==> config.mk <==
export PLATFORM = sky130hd
export DESIGN_NAME = soc_mem_mc
export DESIGN_NICKNAME = d
export VERILOG_FILES = /design/src/rtl/soc_mem_mc_pkg.sv /design/src/rtl/soc_rr_arb.sv /design/src/rtl/soc_mem_mc.sv
export SDC_FILE = /design/constraint.sdc
export NUM_CORES = 1
export LEC_CHECK = 0
export BUFFER_PORTS_ARGS = -buffer_cell sky130_fd_sc_hd__buf_4
export CORE_MARGIN = 8
export CORE_UTILIZATION = 45
export CTS_CLUSTER_SIZE = 40
export DETAILED_ROUTE_END_ITERATION = 7
export MAX_ROUTING_LAYER = met4
export PLACE_DENSITY_LB_ADDON = 0.08
export RECOVER_POWER = 25
export SLEW_MARGIN = 20
export SYNTH_ARGS = -nofsm -noshare
export SYNTH_HDL_FRONTEND = slang
export SYNTH_HIERARCHICAL = 1
export SYNTH_SLANG_ARGS = --single-unit
==> constraint.sdc <==
create_clock -name clk_i -period 3.24 [get_ports clk_i]
set_input_delay 0.324 -clock clk_i [delete_from_list [all_inputs] [get_ports clk_i]]
set_output_delay 0.324 -clock clk_i [all_outputs]
set_load 0.005 [all_outputs]
==> src/rtl/soc_mem_mc_pkg.sv <==
// rtl/soc_mem_mc_pkg.sv - shared types and helpers for the multi-channel SoC word memory
//
// Purpose: default geometry of the memory, the per-grant operation type and
//          the round-robin next-pointer function used by soc_mem_mc.
// Ports:   none (package).
package soc_mem_mc_pkg;

    localparam int DEF_WORD_WIDTH  = 4;
    localparam int DEF_INDEX_WIDTH = 4;
    localparam int DEF_NUM_CH      = 2;

    typedef enum logic [0:0] {OP_RD, OP_WR} mem_op_e;

    // Pointer moves to the channel just after the one served, wrapping at num_ch.
    function automatic int rr_next(input int k, input int num_ch);
        return (k + 1 >= num_ch) ? 0 : k + 1;
    endfunction

endpackage

==> src/rtl/soc_rr_arb.sv <==
// rtl/soc_rr_arb.sv - combinational round-robin search over a request vector
//
// Purpose: grants the first requesting channel found searching upward from
//          ptr, wrapping modulo NUM_CH.
// Ports:
//   req        in   NUM_CH  eligible requests
//   ptr        in   CH_W    channel the search starts from (always < NUM_CH)
//   gnt        out  NUM_CH  one-hot grant (all zero when nothing requests)
//   gnt_idx    out  CH_W    index of the granted channel
//   gnt_valid  out  1       a grant was made
module soc_rr_arb #(
    parameter  int NUM_CH = 2,
    localparam int CH_W   = (NUM_CH > 1) ? $clog2(NUM_CH) : 1
) (
    input  logic [NUM_CH-1:0] req,
    input  logic [CH_W-1:0]   ptr,
    output logic [NUM_CH-1:0] gnt,
    output logic [CH_W-1:0]   gnt_idx,
    output logic              gnt_valid
);

    always_comb begin : search
        int idx;
        gnt       = '0;
        gnt_idx   = '0;
        gnt_valid = 1'b0;
        idx       = 0;
        for (int i = 0; i < NUM_CH; i++) begin
            idx = int'(ptr) + i;
            if (idx >= NUM_CH) begin
                idx = idx - NUM_CH;
            end
            if (!gnt_valid && req[idx]) begin
                gnt[idx]  = 1'b1;
                gnt_idx   = CH_W'(idx);
                gnt_valid = 1'b1;
            end
        end
    end

endmodule

==> src/rtl/soc_mem_mc.sv <==
// rtl/soc_mem_mc.sv - multi-channel word memory with round-robin arbitration
//
// Purpose: NUM_CH requesters share one 2**INDEX_WIDTH x WORD_WIDTH array.
//          One transaction is granted per cycle; its ack follows one cycle
//          later. Optional even-parity storage is enabled by defining
//          SOC_MEM_PARITY_EN; otherwise err_o is tied to 0.
// Ports:
//   clk_i       in   1                   clock, rising edge
//   rst_i       in   1                   synchronous active-high reset
//   wr_i        in   NUM_CH              write request per channel (level)
//   ack_wr_o    out  NUM_CH              one-cycle write acknowledge
//   wr_data_i   in   NUM_CH*WORD_WIDTH   write data, channel c at [c*WORD_WIDTH +: WORD_WIDTH]
//   wr_index_i  in   NUM_CH*INDEX_WIDTH  write address, packed the same way
//   rd_i        in   NUM_CH              read request per channel (level)
//   ack_rd_o    out  NUM_CH              one-cycle read acknowledge
//   rd_data_o   out  NUM_CH*WORD_WIDTH   read data, valid in the ack cycle, then held
//   rd_index_i  in   NUM_CH*INDEX_WIDTH  read address, packed
//   err_o       out  NUM_CH              parity error, qualified by ack_rd_o
module soc_mem_mc
    import soc_mem_mc_pkg::*;
#(
    parameter int WORD_WIDTH  = DEF_WORD_WIDTH,
    parameter int INDEX_WIDTH = DEF_INDEX_WIDTH,
    parameter int NUM_CH      = DEF_NUM_CH
) (
    input  logic                          clk_i,
    input  logic                          rst_i,
    input  logic [NUM_CH-1:0]             wr_i,
    output logic [NUM_CH-1:0]             ack_wr_o,
    input  logic [NUM_CH*WORD_WIDTH-1:0]  wr_data_i,
    input  logic [NUM_CH*INDEX_WIDTH-1:0] wr_index_i,
    input  logic [NUM_CH-1:0]             rd_i,
    output logic [NUM_CH-1:0]             ack_rd_o,
    output logic [NUM_CH*WORD_WIDTH-1:0]  rd_data_o,
    input  logic [NUM_CH*INDEX_WIDTH-1:0] rd_index_i,
    output logic [NUM_CH-1:0]             err_o
);

    localparam int DEPTH = 2 ** INDEX_WIDTH;
    localparam int CH_W  = (NUM_CH > 1) ? $clog2(NUM_CH) : 1;

    logic [CH_W-1:0]             rr_q;
    logic [NUM_CH-1:0]           ack_wr_q;
    logic [NUM_CH-1:0]           ack_rd_q;
    logic [NUM_CH*WORD_WIDTH-1:0] rd_data_q;
    logic [WORD_WIDTH-1:0]       mem_q [DEPTH];

    logic [NUM_CH-1:0]           elig;
    logic [NUM_CH-1:0]           gnt;
    logic [CH_W-1:0]             gnt_idx;
    logic                        gnt_valid;
    mem_op_e                     op;
    logic [INDEX_WIDTH-1:0]      sel_wr_idx;
    logic [INDEX_WIDTH-1:0]      sel_rd_idx;
    logic [WORD_WIDTH-1:0]       sel_wr_data;
    logic [WORD_WIDTH-1:0]       rd_word;

    // A channel whose ack is showing this cycle is still holding the request
    // it was just served for; masking it avoids serving that request twice.
    assign elig = (wr_i | rd_i) & ~(ack_wr_q | ack_rd_q);

    soc_rr_arb #(.NUM_CH(NUM_CH)) u_arb (
        .req       (elig),
        .ptr       (rr_q),
        .gnt       (gnt),
        .gnt_idx   (gnt_idx),
        .gnt_valid (gnt_valid)
    );

    // Write wins within a channel; its read stays pending for a later grant.
    always_comb begin
        sel_wr_idx  = wr_index_i[gnt_idx*INDEX_WIDTH +: INDEX_WIDTH];
        sel_rd_idx  = rd_index_i[gnt_idx*INDEX_WIDTH +: INDEX_WIDTH];
        sel_wr_data = wr_data_i[gnt_idx*WORD_WIDTH +: WORD_WIDTH];
        rd_word     = mem_q[sel_rd_idx];
        op          = wr_i[gnt_idx] ? OP_WR : OP_RD;
    end

    always_ff @(posedge clk_i) begin
        if (rst_i) begin
            ack_wr_q  <= '0;
            ack_rd_q  <= '0;
            rd_data_q <= '0;
            rr_q      <= '0;
            for (int i = 0; i < DEPTH; i++) begin
                mem_q[i] <= '0;
            end
        end else begin
            ack_wr_q <= gnt & {NUM_CH{op == OP_WR}};
            ack_rd_q <= gnt & {NUM_CH{op == OP_RD}};
            if (gnt_valid) begin
                rr_q <= CH_W'(rr_next(int'(gnt_idx), NUM_CH));
                if (op == OP_WR) begin
                    mem_q[sel_wr_idx] <= sel_wr_data;
                end else begin
                    rd_data_q[gnt_idx*WORD_WIDTH +: WORD_WIDTH] <= rd_word;
                end
            end
        end
    end

`ifdef SOC_MEM_PARITY_EN
    // Even parity: stored bit equals XOR of the data, so all-zero words
    // after reset are consistent.
    logic              par_q [DEPTH];
    logic [NUM_CH-1:0] err_q;
    logic              rd_perr;

    assign rd_perr = (^rd_word) != par_q[sel_rd_idx];

    always_ff @(posedge clk_i) begin
        if (rst_i) begin
            err_q <= '0;
            for (int i = 0; i < DEPTH; i++) begin
                par_q[i] <= 1'b0;
            end
        end else begin
            err_q <= gnt & {NUM_CH{(op == OP_RD) && rd_perr}};
            if (gnt_valid && (op == OP_WR)) begin
                par_q[sel_wr_idx] <= ^sel_wr_data;
            end
        end
    end

    assign err_o = err_q;
`else
    assign err_o = '0;
`endif

    assign ack_wr_o  = ack_wr_q;
    assign ack_rd_o  = ack_rd_q;
    assign rd_data_o = rd_data_q;

endmodule

==> results of run 1 <==
==> kinds of logic (layout without fill, tap and decap cells) <==
| family | after synthesis | in the layout | synth area share [%] |
|---|---|---|---|
| AOI/OAI and AO/OA | 42 | 42 | 8.00 |
| buffers and inverters | 24 | 76 | 3.65 |
| DFF | 77 | 77 | 57.4 |
| muxes | 39 | 39 | 11.6 |
| other | 1 | 2 | 0.0987 |
| and+or+nand+nor | 159 | 159 | 19.3 |
==> sequential cells by signal, indices dropped and copies added (netlist names) <==
register   count
mem_q         64
ack_wr_o       2
rr_q           1
ack_rd_o       2
rd_data_o      8
==> cell usage in the layout, fill, tap and decap left out, types with 3 or more instances in the layout <==
cell type  instances
nand2b_1          19
dfxtp_1           13
or3_1              8
a32oi_1            4
o22ai_1           15
mux2i_1           32
nand3b_1           7
nor3_1             4
o21ai_0            3
nand2_1           20
clkbuf_8           9
nor2_1            90
nor2b_1            4
mux4_2             3
inv_1              8
clkbuf_4          11
edfxtp_1          64
buf_4             39
o221ai_1           6
==> cell usage after synthesis (6+ instances only) <==
master and n:
nand2b_1 19, dfxtp_1 13, nor2_1 90, inv_1 8
or3_1 8, buf_2 6, nand2_1 20, mux2i_1 32
o221ai_1 6, edfxtp_1 64, o22ai_1 15, nand3b_1 7
==> layer usage <==
layer / part of all wire, % / GRT usage, % / routed length (um)
met1: 42 / 21.5 / 3960
met2: 50 / 27.9 / 4680
met3: 6.7 / 3.77 / 627
met4: 0.93 / 6.05 / 87
met5: 0 / - / 0
==> area by class of cell <==
cell class              count  area, um2  share of cell area [%]
repair buffers             52        399                    8.95
well taps                 105        131                    2.95
inverters                   8       30.0                   0.674
multi-input cells         242       1500                    33.7
flip-flops and latches     77       2180                    48.9
clock buffers              10        128                    2.86
clock inverters             6       85.1                    1.91
==> worst max-delay path, cell delays in order (launching register included) <==
cell and delay, ps:
dfxtp_1 320, nor3_1 330, a21boi_4 310, mux2i_4 480, buf_12 270, mux2i_1 310, o22ai_1 120, and4bb_1 340
a211oi_1 90
==> final timing paths <==
check | startpoint | endpoint | slack [ps]
worst max-delay path | ack_rd_o[1]$_SDFF_PP0_ | rd_data_o[6]$_SDFFE_PP0P_ | 560
worst max register to register | ack_rd_o[1]$_SDFF_PP0_ | rd_data_o[6]$_SDFFE_PP0P_ | 560
worst min-delay path | wr_i[0] | ack_wr_o[0]$_SDFF_PP0_ | 300
worst min register to register | rd_data_o[6]$_SDFFE_PP0P_ | rd_data_o[6]$_SDFFE_PP0P_ | 500
==> where the power goes <==
| group | switching, mW | internal (mW) | leakage [nW] |
|---|---|---|---|
| Combinational | 0.366 | 0.258 | 0.862 |
| Clock | 0.348 | 0.433 | 0.104 |
| Sequential | 0.0267 | 1.13 | 0.768 |
| Total | 0.741 | 1.82 | 1.73 |
==> results.md, run 1 <==
Outcome:
- The run finished with clean final reports.

Cells and area:
- For this run, the share of the core covered by cells in the final layout is 54.3%.
- The final layout contains 420 nets.
- Summing all non-filler instances in the final layout gives an area of 4460 um2.
- The layout-stage area growth over the synthesis result is 17.3%.
- The antenna cell count is 0.
- Cells with a size suffix above 1 make up between 10% and 20% of the layout.
- Excluding fillers, the count of instances in the completed layout stands at 500.
- The total of fill cells in the finished design is about 720.

Pwr:
- Power comes to around 2.6 mW.
- The leakage power of the design is 1.73 nW.
- For this design the ratio of total power to cell area is 575 nW/um2.
- IR analysis of the VDD net gives a maximum drop of 0.275 mV.

Job:
- The max-cap check violation count is 0.

GRT:
- Global routing finished with a remaining overflow of 0.
- The overall fraction of global-route tracks in use is about 18%.
- The initial antenna violation count is 0.
- The first global-routing pass estimated 14,900 um of wire.
- Entering global routing, the biggest net connects 33 pins.
- The number of global-route vias before repair is 2,739.

Logic synthesis:
- Of all flip-flops after synthesis, the portion carrying an async set or reset was 0%.
- The synthesized design spends more area on one cell type than any other, namely edfxtp_1.
- In the synthesized netlist the dominant register cell turns out to be edfxtp_1.
- A synthesized cell averages 11.1 um2.
- The proportion of netlist area held by the largest area contributor is 50.6%.
- The post-synthesis cell type count is 39.
- The synthesized area is 3800 um2.
- Yosys printed 6 warnings.
- In this run, synthesis inferred 64 flip-flops with an integrated enable.
- The number of cells produced by synthesis is 342.
- In this run, synthesis produced a sequential element count of between 70 and 80.
- The sequential fraction of the synthesis area is roughly 57%.
- Sorting the synthesized cells by area gives the leading types as edfxtp_1 51%, nor2_1 8.9%, mux2i_1 8.4%.

Die:
- For this configuration, the core starts out at a cell density of 46.2%.
- The placeable core area is 8220 um2.
- Measured along the y axis, the die boundary spans 108 um.
- The floorplan has 33 rows.
- The die area is 11,600 um2.
- From left edge to right edge, the die measures approximately 110 um.
- The number of primary I/O pins is 44.

CTS:
- The count of hold-fix buffers inserted at cts is 0.
- The clock-pin transition on the worst setup and hold timing paths is around 80 ps.
- Post-CTS timing repair inserted 0 buffers for setup.
- The number of sinks on the clock net is 77.
- The number of gates resized after CTS was 0.
- The worst-case clock buffer depth is 2.
- The cell at the root of the clock tree is clkbuf_8.
- In this run the number of H-tree levels came out at 3.
- The clock buffer count from CTS is 9.
- TritonCTS built the clock tree.
- For the worst-skew pair, the clock arrives at the later sink with an insertion delay of 340 ps.

Routing:
- After detailed routing, the total wire length is roughly 9400 um.
- The number of design rule violations left after detail routing is 0.
- The routed via count is 2,757.
- After the first detailed-routing iteration, the DRC count stood at between 100 and 150.
- The average via count per standard cell is 5.51.
- The count of antenna-violating nets left after detailed routing is 0.
- The average routed wire per standard cell is 18.7 um.
- The first-pass iteration count of the detailed router is 4.

Setup path:
- Data on the critical path is required at its endpoint by 3460 ps.
- The worst setup path is launched from a register.
- Data on the critical path arrives at its endpoint at 2910 ps.
- STA classifies the critical path endpoint as a register.
- The category of the critical setup timing path is reg -> reg.
- The maximum fanout along the worst path is 23.
- The number of cell instances on the worst register-to-register path is 8.

Place:
- In this run the cell area measured after placement is 4250 um2.
- The number of port buffers is 41.
- The placed wire-length estimate after detailed placement is 6980 um.
- OpenSTA, run right after detailed placement, puts the worst setup slack at about 390 ps.
- The number of placed cells counting well taps is 484.
- The weighted congestion at the end of routability-driven global placement is between 0.8 and 0.9.

STA:
- The worst path uses 82.8% of the clock period.
- The final critical delay including setup and external delays is 2680 ps.
- Static timing analysis puts the maximum clock frequency at around 370 MHz.
- The final count of pins violating max slew is 0.
- The remaining max-slew budget at the tightest pin is 63.5%.
- Setup repair after global routing left no endpoint under its margin.
- The worst hold slack across all endpoints is 298 ps.
- For the pin with the worst max-slew slack, the measured transition is about 540 ps.
- In the post-route analysis, the smallest setup slack over all paths is 558 ps.
- On the final layout, the worst clock skew is 5.30 ps.
- The count of endpoints failing hold in the final timing report is 0.
- Setup violations remaining at the end of the flow were counted as 0.
- For the final routed database, the setup TNS stands at 0 ps.

Worst hold path:
- The number of stages on the worst hold path is 3.
- In this run the worst hold path is classified as in -> reg.
Power figures use the tool's default switching activity.
==> run 2, diff against run 1 <==
clock period = 2.3 ns   (was 3.24 ns; I/O delays follow)
==> run 2 against run 1 <==
  * The run now ends with setup timing left
  * Flip-flop and latch count unchanged
  * Combinational power is 91% higher
  * Hold slack worse by 42 ps
  * Critical path depth down 1
  * Die area unchanged
  * Non-clock buffer count grew 49
  * Clock skew rose by 3.5 ps
  * Total power grew 48%
  * Global-route usage increased by 0.59 points
==> results.md, run 2 (synthesized netlist as in run 1, its figures left out) <==
CTS:
- The count of H-tree levels built during CTS is 3.
- The number of sinks on the clock net is between 70 and 80.
- The cell at the root of the clock tree is clkbuf_8.
- The clock buffer count from CTS is 9.
- The clock tree from TritonCTS is yes.
- The number of hold buffers added after CTS was 0.
- No sink is reached through more buffers than the 2 on the longest clock path.
- The clock-pin transition on the worst setup and hold timing paths is 90 ps.
- The later pin in the worst-skew pair is clocked with a latency of 350 ps.

GRT:
- The largest net degree at the start of global routing is 33.
- The total overflow reported by the global router is 0.
- The initial antenna violation count is 0.
- The number of global-route vias before repair is 2,947.
- The overall fraction of global-route tracks in use is 18.1%.
- The wire length of the first global-routing pass is 15,400 um.

Place:
- The number of port buffers is between 40 and 50.
- The weighted congestion at the end of routability-driven global placement is 0.816.
- The placed wire-length estimate after detailed placement is 7200 um.
- The number of placed cells counting well taps is 518.
- After detailed placement, the total cell area comes to 4520 um2.

STA:
- After layout, the minimum clock period comes to 2370 ps.
- The count of endpoints failing hold in the final timing report was 0.
- Derived from the worst setup path, the maximum achievable clock frequency is 422 MHz.
- Setup repair after global routing could not meet its margin everywhere.
- The count of endpoints failing setup in the final report is 8.
- The final count of pins violating max slew is 0.
- The worst hold slack across all endpoints is 256 ps.
- The worst path uses 103% of the clock period.
- The final worst setup slack is -70.7 ps.
- The post-route clock skew is 8.76 ps.

Setup path:
- The worst path arrival time is 2600 ps.
- The delay of the slowest critical-path stage is 540 ps.
- The required time at the worst-slack endpoint is 2530 ps.
- Traced cell by cell, the critical path runs through nor3_4 -> a21boi_4 -> mux2i_4 -> mux4_2 -> nor2b_1 -> and4bb_2 -> a211oi_2.
- The critical path's slowest cell is mux4_2.
- The category of the critical setup timing path is reg -> reg.
- The family with the most delay on the worst path is multiplexers.
- The endpoint of the worst-slack reg-to-reg timing path is rd_data_o[2]$_SDFFE_PP0P_.
- The category of the worst setup path launch point is a register.
- The register-to-register setup slack is -70 ps.
- The worst setup path is captured at a register.
- The number of cell instances on the worst register-to-register path is 7.
- The critical path contains buffers and inverters numbering 0 combined.
- Along the worst path, the maximum fanout reaches 4.
- The startpoint of the most critical register-to-register path is ack_rd_o[1]$_SDFF_PP0_.

Cells and area:
- The share of layout cells above drive strength 1 is 33.1%.
- Fill cells in the final layout number between 700 and 800.
- The layout-stage area growth over the synthesis result is 31.1%.
- Once layout is complete, the cells apart from fillers number 549.
- The register with the most flip-flops in the final layout is mem_q.
- The total non-filler cell area in the finished layout is 4980 um2.
- Leaving out fill and tap cells, the most frequent cells in the layout are 86 x nor2_1, 85 x buf_4, 64 x edfxtp_1.
- The number of flip-flops under the largest register name is 64.
- The antenna cell count is 0.
- The number of nets at the end of the flow is 469.
- The commonest non-fill, non-tap cell in the layout is nor2_1.

Die:
- The overall die height is 108 um.
- The placement row count is 33.
- The floorplan step defined a die boundary enclosing around 12,000 um2.
- The placeable core area is 8220 um2.
- 44 I/O pins were placed.
- From left edge to right edge, the die measures between 100 and 150 um.
- The initial utilization of the core area, before any placement, comes to approximately 46%.

Outcome:
- The checks that failed: setup timing.
- The flow ran to the end, but the final reports show violations.

Pwr:
- Summed over all cells, the static leakage comes to between 1.5 and 2 nW.
- The internal power of the cells totals 2.59 mW.
- The portion of total power attributed to combinational logic is 31.5%.
- Per report_power, the clock group accounts for 25.3% of the total.
- The switching power total is 1.20 mW.
- The maximum vdd ir drop is 0.384 mV.
- The switching fraction of total power is 31.7%.
- Power spread over the standard cell area amounts to 761 nW/um2.
- The part of the power in registers is 43.2%.

Routing:
- The total wire length after detailed routing is 10,300 um.
- The first-pass iteration count of the detailed router is 4.
- The average routed wire per standard cell is 18.7 um.
- In the routed layout, each cell is associated on average with a via count of 5.33.
- For this block, the initial DRC count from the detailed router was about 210.
- In the detailed route, the total length drawn on met2 is 5200 um.
- The detailed-routing wirelength on met1 is 4320 um.
- The count of antenna-violating nets left after detailed routing is 0.
- In this run the top signal layer used is met4.
- For this run, design rule violations remaining after detail routing come to 0.
- For this block, the via count after detailed routing is 2,926.
- After detailed routing, the met3 layer carries roughly 610 um of wire.

Worst hold path:
- The startpoint of the lowest-slack hold path is rst_i.
- The sink of the worst hold path is rr_q$_SDFFE_PP0P_.
- Along the worst hold path, the cell count comes to 2.
- The path type of the worst min-delay path is in -> reg.

Job:
- The tool flagged a number of max-cap violations equal to 0.
[run 2: changes by cell type in the layout (fill, tap and decap cells not counted), moves of 3 or more]
cell,delta
mux2i_2,+3
mux2i_4,+3
buf_6,+3
buf_4,+46
nor2_1,-4
clkbuf_4,-4
mux2i_1,-6
nor2_2,+4
[run 2: stage by stage]
stage | power [mW] | setup slack, ps | util [%] | TNS [ps]
2_1_floorplan | 2.24 | 25.4 | - | 0
3_3_place_gp | 2.64 | -169 | 55.0 | -7150
3_5_place_dp | 2.65 | -227 | 55.0 | -13400
4_1_cts | 3.64 | -64.6 | 58.0 | -166
5_1_grt | 3.94 | -145 | 60.7 | -7800
6_report | 3.79 | -70.7 | 60.7 | -360
[run 2: per-layer routing]
| layer | GRT usage (%) | up-vias |
|---|---|---|
| met5 | - | - |
| met4 | 6.64 | 0 |
| met3 | 3.17 | 12 |
| met2 | 30.2 | 69 |
| met1 | 21.4 | 1415 |
| li1 | - | 1430 |
[run 2: power groups by stage]
| stage | clock network [mW] | logic, mW | registers, mW |
|---|---|---|---|
| floorplan | 0 | 0.583 | 1.66 |
| global placement | 0 | 0.975 | 1.67 |
| detailed placement | 0 | 0.989 | 1.67 |
| CTS | 0.972 | 1.03 | 1.64 |
| global route | 1.01 | 1.27 | 1.65 |
| finish | 0.958 | 1.19 | 1.64 |
[run 2: final cells by class]
class	count	area [um2]	share of cell area [%]
Clock buffer	9	124	2.49
Clock inverter	7	57.6	1.15
Inverter	8	30.0	0.603
Multi-Input combinational cell	242	1620	32.6
Sequential cell	77	2180	43.8
Tap cell	105	131	2.64
Timing Repair Buffer	101	833	16.7
[run 2: worst max-delay path by stage]
| stage | start | to | slack [ps] | cells past startpoint |
|---|---|---|---|---|
| 6_report | ack_rd_o[1]$_SDFF_PP0_ | rd_data_o[2]$_SDFFE_PP0P_ | -70 | 7 |
| 4_1_cts | ack_wr_o[1]$_SDFF_PP0_ | rd_data_o[2]$_SDFFE_PP0P_ | -60 | 7 |
| 2_1_floorplan | ack_rd_o[1]$_SDFF_PP0_ | rd_data_o[2]$_SDFFE_PP0P_ | 30 | 8 |
| 3_5_place_dp | wr_i[1] | rd_data_o[3]$_SDFFE_PP0P_ | -230 | 11 |
| 3_3_place_gp | wr_i[1] | rd_data_o[4]$_SDFFE_PP0P_ | -170 | 12 |
| 5_1_grt | ack_rd_o[1]$_SDFF_PP0_ | mem_q[6][1]$_SDFFCE_PN0P_ | -150 | 10 |
[run 2: what timing repair did]
item                                    CTS  global route
cloned                                    0             2
endpoints found under the setup margin  136           136
resized for setup                        13            20
endpoints found under the hold margin     0             0
pin swaps                                 2             5
buffers inserted                          1            12
==> run 3, diff against run 2 <==
SLEW_MARGIN = default   (was 20)
clock period = 2.89 ns   (was 2.3 ns; I/O delays follow)
==> run 3 against run 2 <==
  * The flow now finishes without violations
  * Maximum frequency fell by 13%
  * Final cell count shrank 8.0%
  * Hold slack got worse by 8.5 ps
  * Critical endpoint is now rd_data_o[5]$_SDFFE_PP0P_
==> results.md, run 3 (synthesized netlist as in run 1, its figures left out) <==
Cells and area:
- The antenna cell count is 0.
- The total of fill cells in the finished design is 762.
- The commonest non-fill, non-tap cell in the layout is nor2_1.
- Across the whole layout, storage elements account for 2180 um2.
- In the layout the commonest cells are 90 x nor2_1, 64 x edfxtp_1, 44 x buf_4.
- Of the cells placed in the final design, the portion with a size suffix greater than 1 is 18.0%.
- The number of nets at the end of the flow is ~430.
- The footprint of the multi-input gates is 1500 um2.
- Counting flops per register, the top entry is mem_q.
- The number of flip-flops under the largest register name is 64.
- The total non-filler cell area in the finished layout is about 4400 um2.
- The layout-stage area growth over the synthesis result is 16.3%.

GRT:
- Global routing consumed, over all layers together, approximately 17% of the routing resources.
- Entering global routing, the biggest net connects 33 pins.
- The first global-routing pass estimated 14,700 um of wire.
- The total overflow reported by the global router is 0.
- The number of global-route vias before repair is roughly 2,800.
- The initial antenna violation count was 0.

Die:
- During I/O placement, the number of pins put on the boundary was 44.
- The placement row count is 33.
- The effective utilization at floorplan is 46.2%.
- In this run the horizontal extent of the chip is around 110 um.
- The die area is between 10,000 and 15,000 um2.
- In this run the standard cell core region covers a little over 8000 um2.
- Measured along the y axis, the die boundary spans about 110 um.

CTS:
- The clock passes through at most 2 buffers.
- Clock tree synthesis inserted a total of 9 buffers.
- The clock-pin transition on the worst setup and hold timing paths is 80 ps.
- In this run the clock root is driven by a clkbuf_8.
- TritonCTS built the clock tree.
- In this run, post-CTS repair resized a total of 0 instances.
- The count of H-tree levels built during CTS is 3.
- Buffers added to address setup during post-CTS repair amount to 0.
- For this design, the CTS-stage hold fixing added 0 buffers.
- The number of sinks on the clock net is 77.
- Clock latency on the worst-skew pair, taken at its later pin, is between 300 and 400 ps.

Pwr:
- For this design the static power due to leakage is 1.71 nW.
- The maximum vdd ir drop is between 0.2 and 0.3 mV.
- For this design the ratio of total power to cell area is around 610 nW/um2.

STA:
- In the finished design, the share of the clock period the worst path needs comes to 94.4%.
- Across the routed clock network, the largest skew measured is about 7.7 ps.
- Setup violations remaining at the end of the flow were counted as 0.
- The setup TNS is 0 ps.
- The final count of pins violating max slew is 0.
- The upper clock frequency limit is 366 MHz.
- Setup repair after global routing left no endpoint under its margin.
- The final critical delay including setup and external delays is 2730 ps.
- The count of endpoints failing hold in the final timing report is 0.

Setup path:
- The register-to-register setup slack is approximately 160 ps.
- STA puts the critical path data required time at 3100 ps.
- The setup path with the least slack is of type reg -> reg.
- The element type at the critical path end is a register.
- The category of the worst setup path launch point is a register.
- Along the worst path, the maximum fanout reaches 11.
- STA puts the critical path data arrival time at about 3000 ps.

Outcome:
- The run finished with clean final reports.

Routing:
- The first-pass iteration count of the detailed router is 4.
- The average via count per standard cell is 5.46.
- The DRC violation total after the first TritonRoute iteration is 154.
- The total wire length after detailed routing is ~9400 um.
- The routed layout has 2,758 vias.
- The number of design rule violations left after detail routing is 0.
- The count of antenna-violating nets left after detailed routing is 0.
- Dividing the detail-routed wire length by the instance count gives 18.7 um.

Place:
- Summing all placed instances gives a cell area of 4270 um2.
- The placed wire-length estimate after detailed placement is 7000 um.
- The number of port buffers is between 40 and 50.
- The weighted congestion at the end of routability-driven global placement is around 0.83.

Worst hold path:
- The path class of the tightest hold or removal check is in -> reg.

Job:
- The max-cap check violation count is 0.
[run 3: changes by cell type in the layout (fill, tap and decap cells not counted), sizes merged]
cell	previous run	this run
inv	11	9
clkbuf	19	22
clkinv	2	4
buf	91	44
[run 3: where the power goes]
part	total [mW]	switching (mW)	internal, mW
combinational	0.708	0.417	0.291
clock	0.702	0.398	0.304
sequential	1.30	0.0276	1.27
[run 3: final timing paths]
kind,start,to,cells past startpoint
max,ack_rd_o[1]$_SDFF_PP0_,rd_data_o[5]$_SDFFE_PP0P_,8
min,wr_i[0],ack_wr_o[1]$_SDFF_PP0_,3
max reg2reg,ack_rd_o[1]$_SDFF_PP0_,rd_data_o[5]$_SDFFE_PP0P_,8
min reg2reg,rd_data_o[2]$_SDFFE_PP0P_,rd_data_o[2]$_SDFFE_PP0P_,2
[run 3: worst max-delay path, stage by stage, from the launching register on]
cell,delay (ps)
dfxtp_1,320
nor3_1,340
a21boi_4,400
mux2i_4,370
buf_4,280
mux2i_1,260
o22ai_1,120
nor2_1,310
o221ai_1,190
[run 3: per-stage QoR]
step	hold WS (ps)	total power [mW]	worst slack (ps)	std cells	utilization, %
after global placement	502	2.03	118	489	52.0
after detailed placement	495	2.04	75.0	489	52.0
after CTS	232	2.75	122	505	54.0
after floorplan	468	1.78	615	343	-
final	247	2.71	161	505	53.8
after global routing	265	2.84	6.64	505	53.8
[run 3: cell type report]
class	instances	area share, %
Inverter	8	0.680
Sequential cell	77	49.4
Multi-Input combinational cell	242	34.0
Clock buffer	9	2.80
Timing Repair Buffer	57	9.26
Tap cell	105	2.97
Clock inverter	7	0.906
[run 3: metal layers]
layer	global-route usage [%]	vias up	wire, um
met5	-	-	0
met4	6.54	0	167
met3	3.59	15	558
met2	28.1	76	4560
met1	21.0	1325	4130
li1	-	1342	-
